### src/rtl/cpu_io_pkg.sv
// Shared CPU I/O definitions: datapath width and the input feeder FSM encoding.
package cpu_io_pkg;

    localparam int IO_WIDTH = 36;

    typedef enum logic [1:0] {
        IDLE = 2'd0,
        WAIT = 2'd1,
        RESP = 2'd2
    } feeder_state_t;

endpackage

### src/rtl/cpu_input_feeder_if.sv
// Host-write / CPU-read bundle for cpu_input_feeder.
// Optional statistics outputs exist only when CPU_INPUT_FEEDER_STATS_EN is defined.
interface cpu_input_feeder_if
    import cpu_io_pkg::*;
#(
    parameter int WIDTH        = IO_WIDTH,
    parameter int ADDRESSWIDTH = 4
);
    logic                    wrEn;
    logic [WIDTH-1:0]        wrData;
    logic                    full;
    logic                    overflow;
    logic                    inRequest;
    logic                    inValid;
    logic [WIDTH-1:0]        inData;
    logic [ADDRESSWIDTH:0]   level;
`ifdef CPU_INPUT_FEEDER_STATS_EN
    logic [15:0]             deliveredCount;
    logic [15:0]             starvedCycles;

    modport master (
        output wrEn, wrData, inRequest,
        input  full, overflow, inValid, inData, level, deliveredCount, starvedCycles
    );
    modport slave (
        input  wrEn, wrData, inRequest,
        output full, overflow, inValid, inData, level, deliveredCount, starvedCycles
    );
`else
    modport master (
        output wrEn, wrData, inRequest,
        input  full, overflow, inValid, inData, level
    );
    modport slave (
        input  wrEn, wrData, inRequest,
        output full, overflow, inValid, inData, level
    );
`endif
endinterface

### src/rtl/cpu_io_fifo.sv
// Pointer-based FIFO with a wrap bit and a registered read port (the read
// register holds the last popped word). A pop frees a slot in the same edge.
module cpu_io_fifo
    import cpu_io_pkg::*;
#(
    parameter int WIDTH        = IO_WIDTH,
    parameter int DEPTH        = 16,
    parameter int ADDRESSWIDTH = 4
) (
    input  logic                  clock,
    input  logic                  reset,
    input  logic                  wr_en,
    input  logic [WIDTH-1:0]      wr_data,
    input  logic                  rd_en,
    output logic [WIDTH-1:0]      rd_data,
    output logic                  empty,
    output logic                  full,
    output logic [ADDRESSWIDTH:0] level,
    output logic                  wr_drop
);
    logic [ADDRESSWIDTH:0] wr_ptr_q, wr_ptr_d;
    logic [ADDRESSWIDTH:0] rd_ptr_q, rd_ptr_d;
    logic [WIDTH-1:0]      rd_data_q, rd_data_d;
    logic [WIDTH-1:0]      mem [DEPTH];
    logic                  do_push, do_pop;

    assign empty   = (wr_ptr_q == rd_ptr_q);
    assign full    = (wr_ptr_q[ADDRESSWIDTH-1:0] == rd_ptr_q[ADDRESSWIDTH-1:0]) &&
                     (wr_ptr_q[ADDRESSWIDTH] != rd_ptr_q[ADDRESSWIDTH]);
    assign level   = wr_ptr_q - rd_ptr_q;
    assign do_pop  = rd_en && !empty;
    // A full FIFO still accepts a write when a pop retires a word on the same edge.
    assign do_push = wr_en && (!full || do_pop);
    assign wr_drop = wr_en && !do_push;
    assign rd_data = rd_data_q;

    always_comb begin
        wr_ptr_d  = wr_ptr_q + {{ADDRESSWIDTH{1'b0}}, do_push};
        rd_ptr_d  = rd_ptr_q + {{ADDRESSWIDTH{1'b0}}, do_pop};
        rd_data_d = rd_data_q;
        if (do_pop) begin
            rd_data_d = mem[rd_ptr_q[ADDRESSWIDTH-1:0]];
        end
    end

    always_ff @(posedge clock or posedge reset) begin
        if (reset) begin
            wr_ptr_q  <= '0;
            rd_ptr_q  <= '0;
            rd_data_q <= '0;
        end else begin
            wr_ptr_q  <= wr_ptr_d;
            rd_ptr_q  <= rd_ptr_d;
            rd_data_q <= rd_data_d;
        end
    end

    always_ff @(posedge clock) begin
        if (do_push) begin
            mem[wr_ptr_q[ADDRESSWIDTH-1:0]] <= wr_data;
        end
    end
endmodule

### src/rtl/cpu_input_feeder.sv
// Delivers host-written words to the CPU one per request through a FIFO.
// Define CPU_INPUT_FEEDER_STATS_EN to add deliveredCount/starvedCycles counters.
module cpu_input_feeder
    import cpu_io_pkg::*;
#(
    parameter int WIDTH        = IO_WIDTH,
    parameter int DEPTH        = 16,
    parameter int ADDRESSWIDTH = 4
) (
    input logic               clock,
    input logic               reset,
    cpu_input_feeder_if.slave bus
);
    feeder_state_t         state_q, state_d;
    logic                  in_valid_q, in_valid_d;
    logic                  overflow_q, overflow_d;
    logic                  pop;
    logic                  empty;
    logic                  full;
    logic                  wr_drop;
    logic [WIDTH-1:0]      rd_data;
    logic [ADDRESSWIDTH:0] level;

    cpu_io_fifo #(
        .WIDTH        (WIDTH),
        .DEPTH        (DEPTH),
        .ADDRESSWIDTH (ADDRESSWIDTH)
    ) u_fifo (
        .clock   (clock),
        .reset   (reset),
        .wr_en   (bus.wrEn),
        .wr_data (bus.wrData),
        .rd_en   (pop),
        .rd_data (rd_data),
        .empty   (empty),
        .full    (full),
        .level   (level),
        .wr_drop (wr_drop)
    );

    // WAIT remembers a request made against an empty FIFO; RESP enforces the re-request gap.
    always_comb begin
        state_d    = state_q;
        in_valid_d = 1'b0;
        pop        = 1'b0;
        case (state_q)
            IDLE: begin
                if (bus.inRequest) begin
                    if (!empty) begin
                        pop        = 1'b1;
                        in_valid_d = 1'b1;
                        state_d    = RESP;
                    end else begin
                        state_d = WAIT;
                    end
                end
            end
            WAIT: begin
                if (!empty) begin
                    pop        = 1'b1;
                    in_valid_d = 1'b1;
                    state_d    = RESP;
                end
            end
            RESP:    state_d = IDLE;
            default: state_d = IDLE;
        endcase
        overflow_d = overflow_q | wr_drop;
    end

    always_ff @(posedge clock or posedge reset) begin
        if (reset) begin
            state_q    <= IDLE;
            in_valid_q <= 1'b0;
            overflow_q <= 1'b0;
        end else begin
            state_q    <= state_d;
            in_valid_q <= in_valid_d;
            overflow_q <= overflow_d;
        end
    end

    assign bus.full     = full;
    assign bus.overflow = overflow_q;
    assign bus.inValid  = in_valid_q;
    assign bus.inData   = rd_data;
    assign bus.level    = level;

`ifdef CPU_INPUT_FEEDER_STATS_EN
    logic [15:0] delivered_q, delivered_d;
    logic [15:0] starved_q, starved_d;

    always_comb begin
        delivered_d = delivered_q;
        starved_d   = starved_q;
        if (pop && (delivered_q != 16'hFFFF)) begin
            delivered_d = delivered_q + 16'd1;
        end
        if ((state_q == WAIT) && (starved_q != 16'hFFFF)) begin
            starved_d = starved_q + 16'd1;
        end
    end

    always_ff @(posedge clock or posedge reset) begin
        if (reset) begin
            delivered_q <= '0;
            starved_q   <= '0;
        end else begin
            delivered_q <= delivered_d;
            starved_q   <= starved_d;
        end
    end

    assign bus.deliveredCount = delivered_q;
    assign bus.starvedCycles  = starved_q;
`endif
endmodule

### src/flat_wrapper.sv
// flat-port wrapper written by rule: the top's interface ports become plain ports
module cpu_input_feeder_flat import cpu_io_pkg::*;
#(
    parameter int WIDTH        = IO_WIDTH,
    parameter int DEPTH        = 16,
    parameter int ADDRESSWIDTH = 4
)
  (clock, reset, bus_wrEn, bus_wrData, bus_inRequest, bus_full, bus_overflow, bus_inValid, bus_inData, bus_level);
  cpu_input_feeder_if #(.WIDTH(WIDTH), .ADDRESSWIDTH(ADDRESSWIDTH)) bus_i ();
  input logic clock;
  input logic reset;
  input wire logic [$bits(bus_i.wrEn)-1:0] bus_wrEn;
  input wire logic [$bits(bus_i.wrData)-1:0] bus_wrData;
  input wire logic [$bits(bus_i.inRequest)-1:0] bus_inRequest;
  output wire logic [$bits(bus_i.full)-1:0] bus_full;
  output wire logic [$bits(bus_i.overflow)-1:0] bus_overflow;
  output wire logic [$bits(bus_i.inValid)-1:0] bus_inValid;
  output wire logic [$bits(bus_i.inData)-1:0] bus_inData;
  output wire logic [$bits(bus_i.level)-1:0] bus_level;
  assign bus_i.wrEn = bus_wrEn;
  assign bus_i.wrData = bus_wrData;
  assign bus_i.inRequest = bus_inRequest;
  assign bus_full = bus_i.full;
  assign bus_overflow = bus_i.overflow;
  assign bus_inValid = bus_i.inValid;
  assign bus_inData = bus_i.inData;
  assign bus_level = bus_i.level;
  cpu_input_feeder #(.WIDTH(WIDTH), .DEPTH(DEPTH), .ADDRESSWIDTH(ADDRESSWIDTH)) u_core (.clock(clock), .reset(reset), .bus(bus_i));
endmodule
### config.mk
export PLATFORM = sky130hd
export DESIGN_NAME = cpu_input_feeder_flat
export DESIGN_NICKNAME = d
export VERILOG_FILES = /design/src/rtl/cpu_io_pkg.sv /design/src/rtl/cpu_input_feeder_if.sv /design/src/rtl/cpu_io_fifo.sv /design/src/rtl/cpu_input_feeder.sv /design/src/flat_wrapper.sv
export SDC_FILE = /design/constraint.sdc
export NUM_CORES = 1
export LEC_CHECK = 0
export CAP_MARGIN = 15
export CELL_PAD_IN_SITES_DETAIL_PLACEMENT = 0
export CELL_PAD_IN_SITES_GLOBAL_PLACEMENT = 2
export CORE_MARGIN = 4
export CORE_UTILIZATION = 51
export DETAILED_ROUTE_END_ITERATION = 10
export PLACE_DENSITY = 0.94
export SYNTH_ARGS = -nofsm -noshare
export SYNTH_HDL_FRONTEND = slang
export SYNTH_HIERARCHICAL = 1
export SYNTH_SLANG_ARGS = --single-unit
### constraint.sdc
create_clock -name clock -period 14.25 [get_ports clock]
set_input_delay 2.85 -clock clock [delete_from_list [all_inputs] [get_ports clock]]
set_output_delay 2.85 -clock clock [all_outputs]
set_load 0.01 [all_outputs]
After elaboration in Yosys (flattened, before gate mapping)
Memories as Yosys holds them, arrays and structs flattened. A register that Yosys moved wholly into a read port is not among the register bits.
Index checks and enable logic that the tools add are counted.
Storage, ports and cells
  memories: 1
  bits in writable memories: 576
  register bits: 14
  output and inout port bits: 44
  input bits: 40
  latch bits: 0
  ROM bits: 0
  word-level logic and storage cells: 35
Cells by class
  $mul: 0
  $lt $le $gt $ge: 0
  div/mod/pow operators: 0
  equality and inequality tests: 6
  bitwise logic cells: 1
  mux-type cells: 9
  add/sub/neg operators: 3
  shifts and indexed selects: 0
  reduce and logical (&&, ||, !) cells: 10
Memory list
  u_core.u_fifo.mem: depth 16, width 36, rd ports 1, clocked after Yosys merged registers in 1, write ports 1, RTL line cpu_io_fifo.sv:24  | logic [WIDTH-1:0] mem [DEPTH];
Operators by type and width (number)
  $add 5x1->5: 2
  $mux 2: 3
  $eq 5x5->1: 1
  $sub 5x5->5: 1
  $eq 4x4->1: 1
  $logic_and 1x1->1: 4
  $mux 1: 4
  $ne 2x2->1 const B: 2
  $pmux 2 s2: 1
  $logic_not 1->1: 3
  $eq 2x1->1 const B: 1
  $logic_not 2->1: 1
  $pmux 1 s2: 1
  $reduce_and 2->1: 1
  $logic_or 1x1->1: 1
  $ne 1x1->1: 1
  $or 1x1->1: 1

Logic depth before layout (Yosys ltp)
Gate-level depths: netlist (run 1).
  depth after elaboration: 10
  mapped depth: 14
  depth with buffers taken out: 10

Hierarchy
Netlist (run 1), hierarchy kept.
Modules (own cells, without submodules)
  cpu_io_fifo: cells each 1190, sequential area each 18447.7 um^2, area each 23915.4 um^2, instances 1
  cpu_input_feeder: cells each 10, sequential area each 100.1 um^2, area each 138.9 um^2, instances 1

Worst setup path after synthesis (run 1)
OpenSTA, ideal clock, no wires.
  path type: in2reg
  start: in bus_inRequest
  end: mem u_core/u_fifo/mem[3][0] in the netlist's numbering, enable pin
  setup time: 474 ps
  cell stages on the path: 5
  arrival time: 6039 ps
  slack: 7737 ps
  buffers on the path: 0
  required time: 13776 ps
  cell sequence: nor2_2 -> nor3_1 -> o31a_1 -> nand3_1 -> nor3_1
On the way
  cells in the longest elaborated chain, start to end: 7
RTL lines
  start: declaration: RTL line flat_wrapper.sv:14  | input wire logic [$bits(bus_i.inRequest)-1:0] bus_inRequest;
  $mux 1
  $pmux 1 s2
  via u_core.in_valid_d: RTL line cpu_input_feeder.sv:15  | logic in_valid_q, in_valid_d;
  $logic_and 1x1->1: RTL line cpu_io_fifo.sv:31  | assign do_pop = rd_en && !empty;
  $logic_or 1x1->1: RTL line cpu_io_fifo.sv:33  | assign do_push = wr_en && (!full || do_pop);
  $logic_and 1x1->1: RTL line cpu_io_fifo.sv:33
  $mux 1: RTL line cpu_io_fifo.sv:59  | if (do_push) begin
  $mux 1 (not written as such): RTL line cpu_io_fifo.sv:60  | mem[wr_ptr_q[ADDRESSWIDTH-1:0]] <= wr_data;
  end: declaration: RTL line cpu_io_fifo.sv:24
The timed path passes the listed nets, and every way through them passes these cells.

Worst setup path in the final report (run 1)
  start: reg u_core.u_fifo.rd_ptr_q[0]
  end: out bus_level[4]
On the way
  cells in the longest elaborated chain, start to end: 1
RTL lines
  start: declaration: RTL line cpu_io_fifo.sv:22  | logic [ADDRESSWIDTH:0] rd_ptr_q, rd_ptr_d;
  start signal: assignment: RTL line cpu_io_fifo.sv:53  | rd_ptr_q <= rd_ptr_d;
  $sub 5x5->5: RTL line cpu_io_fifo.sv:30  | assign level = wr_ptr_q - rd_ptr_q;
  end: declaration: RTL line flat_wrapper.sv:19  | output wire logic [$bits(bus_i.level)-1:0] bus_level;
No other way between the ends.

==> results of run 1 <==
[cell families after synthesis]
| group | Yosys count |
|---|---|
| muxes | 252 |
| AOI/OAI and AO/OA | 150 |
| and+or+nand+nor | 76 |
| xor gates and xnor gates | 11 |
| adders and majority gates | 9 |
| DFF | 626 |
| buffers and inverters | 76 |
[per-stage QoR]
stage                util  hold WS (ns)  setup slack, ns
floorplan               -         0.447             7.74
global placement    0.550         0.463             8.45
detailed placement  0.550         0.465             8.31
CTS                 0.590         0.489             7.97
global route        0.590         0.505             7.83
finish              0.590         0.481             8.06
[worst min-delay path by stage]
stage,startpoint,end,slack (ns)
after floorplan,u_core/state_q[1],u_core/state_q[0],0.45
after global placement,u_core/bus.overflow,u_core/bus.overflow,0.46
after detailed placement,u_core/state_q[1],u_core/state_q[0],0.46
after CTS,u_core/state_q[1],u_core/state_q[0],0.49
after global routing,u_core/state_q[1],u_core/state_q[0],0.51
final,u_core/state_q[1],u_core/state_q[0],0.48
[routing by layer]
layer / GRT usage / up-vias
met3: 0.0333 / 75
met4: 0.0430 / 0
met5: 0 / -
met1: 0.274 / 6026
li1: - / 5138
met2: 0.335 / 379
[cells in the mapped netlist (all sizes together), types with 9 or more instances]
| library cell | number |
|---|---|
| nor2 | 51 |
| a211oi | 36 |
| clkbuf | 30 |
| o22ai | 72 |
| a21oi | 38 |
| inv | 11 |
| nand3 | 9 |
| buf | 35 |
| mux2 | 36 |
| mux4 | 72 |
| edfxtp | 576 |
| dfrtp | 50 |
| mux2i | 144 |
[area by class of cell]
class,count,share of cell area
Inverter,11,0.00150
Sequential cell,626,0.675
Clock inverter,27,0.00924
Clock buffer,83,0.0588
Multi-Input combinational cell,498,0.191
Timing Repair Buffer,105,0.0367
Tap cell,607,0.0276
[worst register-to-register path: stages (launching register included)]
cell and delay (ns):
dfrtp_4 1.11, inv_1 0.11, ha_1 0.37, nand4_1 0.21, nor2_1 0.10, nor3_1 0.43, o31a_1 0.37, nand3_1 0.37
nor2_4 0.59, buf_4 0.47
[power breakdown]
| part | internal (mW) | switching, mW |
|---|---|---|
| Combinational | 0.722 | 0.811 |
| Sequential | 2.25 | 0.179 |
| Clock | 0.862 | 0.639 |
| Total | 3.84 | 1.63 |
[registers in the layout (all words and copies together), names as in the netlist]
signal,cells
u_core/bus.inValid,1
u_core/state_q,2
u_core/u_fifo/rd_ptr_q,5
u_core/u_fifo/mem,576
u_core/u_fifo/wr_ptr_q,5
u_core/bus.overflow,1
u_core/u_fifo/rd_data,36
==> run_results.csv, run 1 <==
group,metric,value,unit
synthesis,synth_edf_count,576,
floorplanning,core_area,46600,µm²
worst_setup_path,endpoint,"bus_level[4]",
cts,cts_sinks,626,
route,met1_length,20.5,mm
worst_setup_path,worstPathRequired,11.40,ns
synthesis,syn_inst,1200,
sta,clock_skew,0.0259,ns
route,highest-signal-layer,"met4",
floorplanning,die_area,50700,µm²
cells_and_area,layout.cells.most_common,"edfxtp_1",
worst_setup_path,reg2reg_depth,9,
worst_setup_path,reg2reg_from,"u_core/u_fifo/rd_ptr_q[2]",
job,maxCapViolations,0,
route,wl,49.1,mm
sta,worst_slew_pin_slew,1.15,ns
cells_and_area,final_cell_area,27500,µm²
worst_setup_path,critPathBufInv,2,
worst_setup_path,r2r_end,"u_core/u_fifo/mem[12][11]",
cells_and_area,antenna_cells,0,
worst_setup_path,ff2ff_setup_slack,9.77,ns
global_routing,grt_max_degree,112,
synthesis,syn-num-nets,1249,
synthesis,synth_xor_area_frac,0.00401,
cells_and_area,register_area,18600,µm²
global_routing,gr-total-overflow,0,
synthesis,synth_compound_area_frac,0.0392,
cts,h-tree-depth,2,
worst_setup_path,cp_cell_sequence,"ha_1 -> fa_1 -> inv_1 -> a21o_1 -> a21oi_1 -> xnor2_1 -> clkdlybuf4s50_1",
cells_and_area,final_cell_mix,"edfxtp_1, mux2i_1, clkdlybuf4s50_1",
synthesis,synthMuxAreaShare,0.151,
global_routing,grt_pass1_wl,75.7,mm
route,drc,0,
floorplanning,placement_rows,79,
synthesis,ys_warn_count,6,
cts,worstSkewPairLatency,0.61,ns
route,wl_met3,2.75,mm
synthesis,ys_ff_latch,626,
place,io_buffers,83,
worst_setup_path,crit_path_end_kind,"primary output",
worst_setup_path,critical_path.top_delay_family,"flip-flops",
global_routing,antenna_found_initial,0,
sta,final.setup.tns,0,ns
synthesis,synthAdderAreaFrac,0.00499,
synthesis,avgSynthCellArea,20.0,µm²
route,wl_per_cell,25.1,µm
sta,relSlewSlack,0.233,
sta,finalSetupViolCount,0,
worst_setup_path,critPathLaunch,"u_core/u_fifo/rd_ptr_q[0]",
synthesis,seq_area_frac_synth,0.771,
route,via_per_inst,5.94,
floorplanning,io_pins,84,
synthesis,synthDominantCellAreaShare,0.719,
synthesis,yosys.area_share.simple,0.0143,
sta,rsz0062_at_grt,"false",
synthesis,synth_top_family_by_area,"multiplexers",
cts,cts_tree,"yes",
floorplanning,start_util,0.517,
sta,drv_slew,0,
cts,cts_buffers,58,
pwr,power_density,199,nW/µm²
cells_and_area,layout-drive-gt1-share,0.145,
place,gp_congestion,0.720,
synthesis,synth_flop_cell,"edfxtp_1",
route,dr.pass1.iters,5,
route,vias,11618,
sta,timing.final.crit_period,6.19,ns
global_routing,grt_pass1_vias,12167,
worst_setup_path,crit_type,"reg2out",
global_routing,track_usage,0.197,
cts,cts_buffer_depth,3,
cells_and_area,syn_to_final_growth,14.3,%
floorplanning,die_height,225,µm
sta,fin_crit_sh,0.434,
worst_setup_path,critical_path_peak_fanout,59,
worst_setup_path,worst_setup_path_start_kind,"flop",
synthesis,synthArstFlopShare,0.0799,
worst_hold_path,min-delay-path-class,"reg2reg",
pwr,ir_worst_vdd,132,µV
place,dp_hpwl,26.7,mm
cts,cts.clk_slew.worst_paths,0.06,ns
cts,cts_root_buf,"clkbuf_16",
run_status,status,"complete, no violations",
worst_setup_path,slowest_delay,1.09,ns
route,met2_length,24.9,mm
place,post_dp_cell_area,25600,µm²
cells_and_area,nets,1349,
cts,post-cts-setup-buffer-count,0,
sta,hold_viol,0,
route,drt_first_iter_violations,910,
synthesis,synth_top_area_cell,"edfxtp_1",
worst_hold_path,min_delay_path_depth,1,
pwr,total_power,5.46,mW
cts,cts_resized,0,
worst_setup_path,arrival,3.34,ns
worst_setup_path,cp.depth,7,
cells_and_area,multiInputGateArea,5250,µm²
worst_setup_path,slowest_stage,"dfrtp_4",
place,dp.cells,1847,
sta,timing.fmax,0.162,GHz
floorplanning,die_x,225,µm
synthesis,netlist_area,24100,µm²
cells_and_area,stdcell_count,1957,
synthesis,synthTopCellsByArea,"edfxtp_1, mux2i_1, dfrtp_1",
cts,hold_buffers,0,
cells_and_area,fill_cells,3264,
synthesis,synth_cell_types,35,
route,postRouteAntennaNets,0,
pwr,p_leak,9.24,nW
(Power assumes the default switching activity.)
==> inputs of run 2 (changes only) <==
--- a/config.mk
+++ b/config.mk
@@ -9,9 +9,9 @@
 export CELL_PAD_IN_SITES_DETAIL_PLACEMENT = 0
 export CELL_PAD_IN_SITES_GLOBAL_PLACEMENT = 2
 export CORE_MARGIN = 4
-export CORE_UTILIZATION = 51
+export CORE_UTILIZATION = 48
 export DETAILED_ROUTE_END_ITERATION = 10
-export PLACE_DENSITY = 0.94
+export PLACE_DENSITY = 0.89
 export SYNTH_ARGS = -nofsm -noshare
 export SYNTH_HDL_FRONTEND = slang
 export SYNTH_HIERARCHICAL = 1
==> constraint.sdc (replaced) <==
create_clock -name clock -period 6.11 [get_ports clock]
set_input_delay 1.222 -clock clock [delete_from_list [all_inputs] [get_ports clock]]
set_output_delay 1.222 -clock clock [all_outputs]
set_load 0.01 [all_outputs]
==> run_results.csv, run 2 (synthesis results as in run 1) <==
group,metric,value,unit
run_status,status,"complete, no violations",
sta,holdWs,0.469,ns
cells_and_area,antenna_cells,0,
global_routing,antenna_found_initial,0,
floorplanning,die_height,232,µm
cells_and_area,syn_to_final_growth,15.6,%
cts,cts.clk_slew.worst_paths,0.06,ns
worst_setup_path,critPathLaunch,"u_core/u_fifo/rd_ptr_q[1]",
cts,cts_root_buf,"clkbuf_16",
global_routing,gr-total-overflow,0,
place,post_dp_cell_area,25700,µm²
worst_setup_path,crit_path_end_kind,"primary output",
cts,cts_resized,0,
cts,worstSkewPairLatency,0.61,ns
cts,h-tree-depth,2,
global_routing,grt_max_degree,120,
route,drt_first_iter_violations,834,
sta,fin_crit_sh,0.687,
global_routing,track_usage,0.184,
route,drc,0,
route,wl,49.5,mm
sta,finalSetupViolCount,0,
place,io_buffers,83,
sta,hold_viol,0,
floorplanning,placement_rows,81,
route,vias,11597,
worst_setup_path,critical_path_peak_fanout,43,
sta,rsz0062_at_grt,"false",
worst_hold_path,hold_path_startpoint,"u_core/bus.overflow",
cts,hold_buffers,0,
worst_hold_path,min-delay-path-class,"reg2reg",
cts,cts_buffer_depth,3,
sta,worst_slew_pin_slew,1.09,ns
pwr,p_leak,9.36,nW
cells_and_area,final_cell_mix,"edfxtp_1, mux2i_1, clkdlybuf4s50_1",
floorplanning,core_area,49300,µm²
sta,drv_slew,0,
floorplanning,die_area,53800,µm²
worst_setup_path,worst_setup_path_start_kind,"flop",
route,via_per_inst,5.74,
global_routing,grt_pass1_wl,74.7,mm
global_routing,grt_pass1_vias,12061,
sta,relSlewSlack,0.270,
route,postRouteAntennaNets,0,
cells_and_area,final_cell_area,27800,µm²
route,wl_per_cell,24.5,µm
worst_setup_path,crit_type,"reg2out",
place,gp_congestion,0.748,
floorplanning,die_x,232,µm
job,maxCapViolations,0,
cts,cts_buffers,60,
sta,final.setup.tns,0,ns
worst_setup_path,arrival,2.98,ns
cells_and_area,layout.cells.most_common,"edfxtp_1",
sta,timing.final.crit_period,4.20,ns
cts,post-cts-setup-buffer-count,0,
pwr,ir_worst_vdd,404,µV
cts,cts_sinks,626,
pwr,power_density,468,nW/µm²
cells_and_area,largest_reg_flops,576,
cells_and_area,layout-drive-gt1-share,0.155,
worst_setup_path,reg2reg_from,"u_core/u_fifo/rd_ptr_q[2]",
route,dr.pass1.iters,5,
cells_and_area,nets,1356,
cts,cts_tree,"yes",
floorplanning,io_pins,84,
sta,timing.fmax,0.238,GHz
sta,clock_skew,0.0173,ns
worst_setup_path,worstPathRequired,4.89,ns
floorplanning,start_util,0.488,
place,dp_hpwl,27.5,mm
## run 2: final timing paths
check | to | slack, ns | depth (start not counted)
worst max-delay path | bus_level[4] | 1.91 | 7
worst min-delay path | u_core/bus.overflow | 0.47 | 1
worst max register to register | u_core/u_fifo/mem[7][6] | 1.96 | 9
worst min register to register | u_core/bus.overflow | 0.47 | 1
max in group asynchronous | u_core/u_fifo/rd_ptr_q[0] | 4.41 | 3
min in group asynchronous | u_core/bus.overflow | 0.85 | 2
## run 2: metal layers
layer,vias to the layer above,GRT usage,share of wire
li1,5143,-,-
met1,6049,0.257,0.42
met2,344,0.306,0.50
met3,61,0.0288,0.057
met4,0,0.0508,0.018
met5,-,0,0
## run 2: where the power goes
part	switching, mW	internal [mW]	total (mW)
Combinational	2.09	1.71	3.80
Sequential	0.244	5.25	5.50
Clock	1.52	2.20	3.72
Total	3.86	9.16	13.0
## run 2: worst max-delay path, cell delays in order (launching register included)
cell             delay, ns
dfrtp_2               0.35
buf_4                 0.60
fa_1                  0.35
inv_1                 0.05
a21o_1                0.15
a21oi_1               0.18
xnor2_1               0.14
clkdlybuf4s50_1       0.55
## run 2: layout make-up
cell class	count	area [µm²]
Sequential cell	626	18600
Tap cell	664	831
Fill cell	3669	21400
Inverter	11	41.3
Timing Repair Buffer	110	1130
Multi-Input combinational cell	498	5250
Clock inverter	34	389
Clock buffer	79	1610
## run 2: metrics by stage
stage / utilization / instances / total power [mW] / setup WS, ns
CTS: 0.563 / 2018 / 13.1 / 1.84
finish: 0.565 / 2022 / 13.0 / 1.91
global placement: 0.521 / 1903 / 9.34 / 1.82
detailed placement: 0.522 / 1905 / 9.41 / 1.78
floorplan: - / 1200 / 8.06 / 0.969
global route: 0.565 / 2022 / 13.6 / 1.64
